==> src/rtl/switch_debounce_pkg.sv <==
// -----------------------------------------------------------------------------
// switch_debounce_pkg
//   Shared constants for the push-button conditioner and its downstream
//   display-mode state machine.
//
//   DEBOUNCE_10MS_25MHZ : default stability count (10 ms at 25 MHz)
//   DEFAULT_WIDTH       : default number of switch channels
//   countWidth()        : width of a stability counter able to hold the
//                         debounce count without wrapping
//
//   Optional feature macro used by the design: SWITCH_DEBOUNCE_EDGE_EN
// -----------------------------------------------------------------------------
package switch_debounce_pkg;

  localparam int DEBOUNCE_10MS_25MHZ = 250000;
  localparam int DEFAULT_WIDTH       = 4;

  function automatic int countWidth(input int cycles);
    return $clog2(cycles + 1);
  endfunction

endpackage

==> src/rtl/debounce_channel.sv <==
// -----------------------------------------------------------------------------
// debounce_channel
//   One switch channel: two-flop synchroniser, stability counter and, when
//   SWITCH_DEBOUNCE_EDGE_EN is defined, registered press/release pulses.
//
//   Parameters
//     g_DEBOUNCE_CYCLES : consecutive synchronised cycles a new level must
//                         hold before it is accepted (>= 1)
//   Ports
//     i_Clk      : system clock, rising edge
//     i_Rst_L    : asynchronous active-low reset
//     i_Switch   : raw asynchronous switch level, 1 = pressed
//     o_Switch   : debounced level
//     o_Press    : one-cycle pulse when o_Switch rises (0 if macro undefined)
//     o_Release  : one-cycle pulse when o_Switch falls (0 if macro undefined)
//
//   Configuration macro: SWITCH_DEBOUNCE_EDGE_EN
// -----------------------------------------------------------------------------
module debounce_channel
  import switch_debounce_pkg::*;
#(
  parameter int g_DEBOUNCE_CYCLES = DEBOUNCE_10MS_25MHZ
) (
  input  logic i_Clk,
  input  logic i_Rst_L,
  input  logic i_Switch,
  output logic o_Switch,
  output logic o_Press,
  output logic o_Release
);

  localparam int c_CNT_W = countWidth(g_DEBOUNCE_CYCLES);
  localparam logic [c_CNT_W-1:0] c_LAST = c_CNT_W'(g_DEBOUNCE_CYCLES - 1);

  logic               r_Sync1;
  logic               r_Sync2;
  logic               r_Level;
  logic [c_CNT_W-1:0] r_Count;

  always_ff @(posedge i_Clk or negedge i_Rst_L) begin
    if (!i_Rst_L) begin
      r_Sync1 <= 1'b0;
      r_Sync2 <= 1'b0;
    end else begin
      r_Sync1 <= i_Switch;
      r_Sync2 <= r_Sync1;
    end
  end

  // Any cycle where the synchronised input matches the accepted level
  // discards the partial count, so only an uninterrupted run is accepted.
  // The counter tops out at c_LAST and clears on acceptance, so it never wraps.
  always_ff @(posedge i_Clk or negedge i_Rst_L) begin
    if (!i_Rst_L) begin
      r_Count <= '0;
      r_Level <= 1'b0;
    end else if (r_Sync2 == r_Level) begin
      r_Count <= '0;
    end else if (r_Count == c_LAST) begin
      r_Level <= r_Sync2;
      r_Count <= '0;
    end else begin
      r_Count <= r_Count + 1'b1;
    end
  end

  assign o_Switch = r_Level;

`ifdef SWITCH_DEBOUNCE_EDGE_EN
  logic w_Accept;
  logic r_Press;
  logic r_Release;

  assign w_Accept = (r_Sync2 != r_Level) && (r_Count == c_LAST);

  // Pulses are registered on the same edge that updates r_Level, so they
  // line up exactly with the debounced transition.
  always_ff @(posedge i_Clk or negedge i_Rst_L) begin
    if (!i_Rst_L) begin
      r_Press   <= 1'b0;
      r_Release <= 1'b0;
    end else begin
      r_Press   <= w_Accept &  r_Sync2;
      r_Release <= w_Accept & ~r_Sync2;
    end
  end

  assign o_Press   = r_Press;
  assign o_Release = r_Release;
`else
  assign o_Press   = 1'b0;
  assign o_Release = 1'b0;
`endif

endmodule

==> src/rtl/switch_debounce.sv <==
// -----------------------------------------------------------------------------
// switch_debounce
//   Multi-channel push-button conditioner: every raw switch input is
//   synchronised, debounced and presented as a clean level, with optional
//   single-cycle press/release pulses for the downstream state machine.
//
//   Parameters
//     g_DEBOUNCE_CYCLES : stability count in clock cycles (>= 1)
//     g_WIDTH           : number of switch channels
//   Ports
//     i_Clk       : system clock, rising edge
//     i_Rst_L     : asynchronous active-low reset
//     i_Switches  : raw asynchronous switch levels, 1 = pressed
//     o_Switches  : debounced level per channel
//     o_Press     : one-cycle pulse per channel on debounced 0->1
//     o_Release   : one-cycle pulse per channel on debounced 1->0
//
//   Configuration macro: SWITCH_DEBOUNCE_EDGE_EN
//     defined   : o_Press / o_Release generated
//     undefined : o_Press / o_Release tied to 0, ports kept
// -----------------------------------------------------------------------------
module switch_debounce
  import switch_debounce_pkg::*;
#(
  parameter int g_DEBOUNCE_CYCLES = DEBOUNCE_10MS_25MHZ,
  parameter int g_WIDTH           = DEFAULT_WIDTH
) (
  input  logic               i_Clk,
  input  logic               i_Rst_L,
  input  logic [g_WIDTH-1:0] i_Switches,
  output logic [g_WIDTH-1:0] o_Switches,
  output logic [g_WIDTH-1:0] o_Press,
  output logic [g_WIDTH-1:0] o_Release
);

  for (genvar n = 0; n < g_WIDTH; n++) begin : g_Chan
    debounce_channel #(
      .g_DEBOUNCE_CYCLES(g_DEBOUNCE_CYCLES)
    ) u_Chan (
      .i_Clk     (i_Clk),
      .i_Rst_L   (i_Rst_L),
      .i_Switch  (i_Switches[n]),
      .o_Switch  (o_Switches[n]),
      .o_Press   (o_Press[n]),
      .o_Release (o_Release[n])
    );
  end

endmodule

==> config.mk <==
export PLATFORM = sky130hd
export DESIGN_NAME = switch_debounce
export DESIGN_NICKNAME = d
export VERILOG_FILES = /design/src/rtl/switch_debounce_pkg.sv /design/src/rtl/debounce_channel.sv /design/src/rtl/switch_debounce.sv
export SDC_FILE = /design/constraint.sdc
export NUM_CORES = 1
export LEC_CHECK = 0
export ABC_AREA = 1
export BUFFER_PORTS_ARGS = -buffer_cell sky130_fd_sc_hd__buf_2
export CORE_MARGIN = 4
export CORE_UTILIZATION = 45
export DETAILED_ROUTE_END_ITERATION = 10
export PLACE_DENSITY = 0.71
export SLEW_MARGIN = 5
export SYNTH_ARGS = -nofsm -noshare
export SYNTH_HDL_FRONTEND = slang
export SYNTH_HIERARCHICAL = 1
export SYNTH_SLANG_ARGS = --single-unit
==> constraint.sdc <==
create_clock -name i_Clk -period 3.2 [get_ports i_Clk]
set_clock_uncertainty 0.1 [all_clocks]
set_input_delay 0.32 -clock i_Clk [delete_from_list [all_inputs] [get_ports i_Clk]]
set_output_delay 0.32 -clock i_Clk [all_outputs]
set_load 0.1 [all_outputs]
==> results.json <==
{
  "outcome": "complete, no violations",
  "cts-root-buf": "clkbuf_8",
  "seq_area_frac_synth_pct": 45.5,
  "overflow": 0,
  "n_fill_cell": 894,
  "power.internal_mw": 1.66,
  "chipWidth_um": 109,
  "min_period_ns": 1.62,
  "vdd_ir_drop_max_uv": 208,
  "ys_warn_count": 6,
  "grt_start_max_net_pins": 85,
  "port_buffers": 9,
  "critPathTopFamily": "buffers and inverters",
  "critPathMaxStageDelay_ns": 0.45,
  "die_h_um": 109,
  "synth.distinct_cells": 25,
  "final_common_cell": "nor2_1",
  "max_freq_mhz": 618,
  "finalHoldViolCount": 0,
  "dieArea_um2": 12000,
  "setup.worst_path.class": "reg2out",
  "tightest_slew_ns": 1.02,
  "post_synth.cell_area_avg_um2": 7.91,
  "critPathMaxFanout": 3,
  "clk_pin_slew_worst_paths_ns": 0.08,
  "antenna_left": 0,
  "numCtsBuffers": 9,
  "holdWs_ns": 0.0495,
  "cp.arrival_ns": 1.20,
  "p_sw_uw": 495,
  "drc": 0,
  "critPathBufInv": 1,
  "seqPwrFrac_pct": 50.7,
  "synth-seq-cells": 84,
  "synth_area_um2": 4620,
  "worstSetupStartpointType": "flip-flop",
  "slew_viol_final": 0,
  "synthDominantAreaCellType": "dfrtp_1",
  "cts_num_sinks": 84,
  "cp.required_ns": 2.78,
  "mostFrequentLayoutCells": "nor2_1 (128), nand2_1 (100), dfrtp_1 (84)",
  "syn_inst": 584,
  "slew-limit-headroom_pct": 31.9,
  "path_cells": "buf_2",
  "grt_pass1_vias": 3589,
  "clockBufferDepth": 2,
  "rows": 36,
  "totalNegativeSetupSlack_ns": 0,
  "start_util_pct": 46.8,
  "final.period_utilization_pct": 50.6,
  "wl_per_cell_um": 11.4,
  "drtIter0Drc": 161,
  "nets": 610,
  "finalSetupViolCount": 0,
  "rsz0062_at_grt": "no",
  "core_area_um2": 9860,
  "n_antenna_cell": 0,
  "antenna_found_initial": 0,
  "hp-class": "in2async",
  "syn2layout_area_growth_pct": 9.70,
  "io_pins": 18,
  "critical-path-slowest-cell": "buf_2",
  "switching_share_pct": 22.9,
  "pwr-share-clk_pct": 44.1,
  "tritoncts": "yes",
  "grt_pass1_wl_um": 15100,
  "powerDensity_nw_per_um2": 426,
  "grt_usage_pct": 15.7,
  "clk_latency_ns": 0.36,
  "leakagePower_nw": 2.31,
  "dr.pass1.iters": 4,
  "wirelength_um": 8410,
  "max_cap_violations": 0,
  "end_kind": "output port",
  "synth_area_leaders": "dfrtp_1 (46%), nor2_1 (10%), nand2_1 (8.1%)",
  "hpwl_um": 6030,
  "num_vias": 3584,
  "place_congestion": 0.832,
  "drive_gt1_share_pct": 15.4,
  "synth_top_area_share_pct": 45.5,
  "cts_max_level": 3,
  "combPwrFrac_pct": 5.2,
  "vias_per_cell": 4.86
}
sequential cells by signal, summed over array words and instances, names as in the netlist:
register / cells
g_Chan.u_Chan/o_Switch: 4
g_Chan.u_Chan/r_Sync1: 4
g_Chan.u_Chan/r_Sync2: 4
g_Chan.u_Chan/r_Count: 72
kinds of logic after synthesis:
kind of cell / Yosys count / share of synthesized area (%)
AND/OR/NAND/NOR: 336 / 34.3
flip-flops: 84 / 45.5
AO/OA/AOI/OAI: 32 / 4.01
XOR/XNOR: 36 / 6.83
other: 4 / 0.325
buffers and inverters: 88 / 7.91
adder cells (fa/ha/maj): 4 / 1.08
Yosys cell counts:
cell,instances
a211oi_1,4
nand3_1,32
nor3b_1,4
xor2_1,28
conb_1,4
nor2_2,16
buf_2,4
nand4_1,12
a21oi_1,16
nor2_4,12
inv_2,8
nand3_2,4
buf_4,8
nand2_4,4
o21ai_1,4
ha_1,4
nand2_1,100
nor3_1,4
inv_1,68
xnor2_1,8
dfrtp_1,84
o21ai_0,4
nor2_1,128
a21oi_2,4
nand2_2,20
power groups by stage:
stage | registers [mW] | logic [mW] | clock network [mW]
finish | 1.09 | 0.112 | 0.952
global route | 1.10 | 0.125 | 1.04
CTS | 1.09 | 0.115 | 0.988
detailed placement | 1.11 | 0.111 | 0
global placement | 1.11 | 0.110 | 0
floorplan | 1.11 | 0.0845 | 0
final cells by class:
type	instances	area (um2)	share of cell area (%)
Multi-Input combinational cell	416	2170	42.8
Sequential cell	84	2100	41.5
Clock inverter	5	108	2.12
Timing Repair Buffer	13	87.6	1.73
Inverter	76	285	5.63
Tap cell	133	166	3.28
Clock buffer	11	151	2.99
metal layers:
metal / up-vias / global-route usage [%] / share of wire [%]
met5: - / 0 / 0
met4: 0 / 7.03 / 1.2
met3: 7 / 3.58 / 3.4
met2: 53 / 26.6 / 49
met1: 1709 / 19.2 / 46
li1: 1815 / - / -
what timing repair did:
action,in CTS,in global routing
gates resized for setup,0,0
buffers inserted,0,0
setup endpoints to repair,0,0
hold buffers,4,0
endpoints found under the hold margin,4,0
worst paths after layout:
path,slack (ns),end,from,depth (start not counted)
worst min-delay path,0.05,g_Chan[1].u_Chan/r_Count[11],i_Rst_L,1
worst min register to register,0.25,g_Chan[2].u_Chan/r_Sync2,g_Chan[2].u_Chan/r_Sync1,0
worst max register to register,1.59,g_Chan[0].u_Chan/r_Count[4],g_Chan[0].u_Chan/o_Switch,4
worst max-delay path,1.58,o_Switches[3],g_Chan[3].u_Chan/o_Switch,1
min in group i_Clk,0.25,g_Chan[2].u_Chan/r_Sync2,g_Chan[2].u_Chan/r_Sync1,0
max in group asynchronous,2.32,g_Chan[3].u_Chan/r_Count[4],i_Rst_L,1
per-stage QoR:
stage                     cells  util, %  total power [mW]  worst slack [ns]  instance area [um2]
after floorplan             588        -              1.20              1.38                 4630
after global placement      718     48.3              1.22              1.63                 4770
after detailed placement    718     48.3              1.22              1.61                 4770
after CTS                   738     51.4              2.20              1.56                 5070
after global routing        738     51.4              2.26              1.48                 5070
final                       738     51.4              2.16              1.58                 5070
Power figures use the tool's default switching activity.
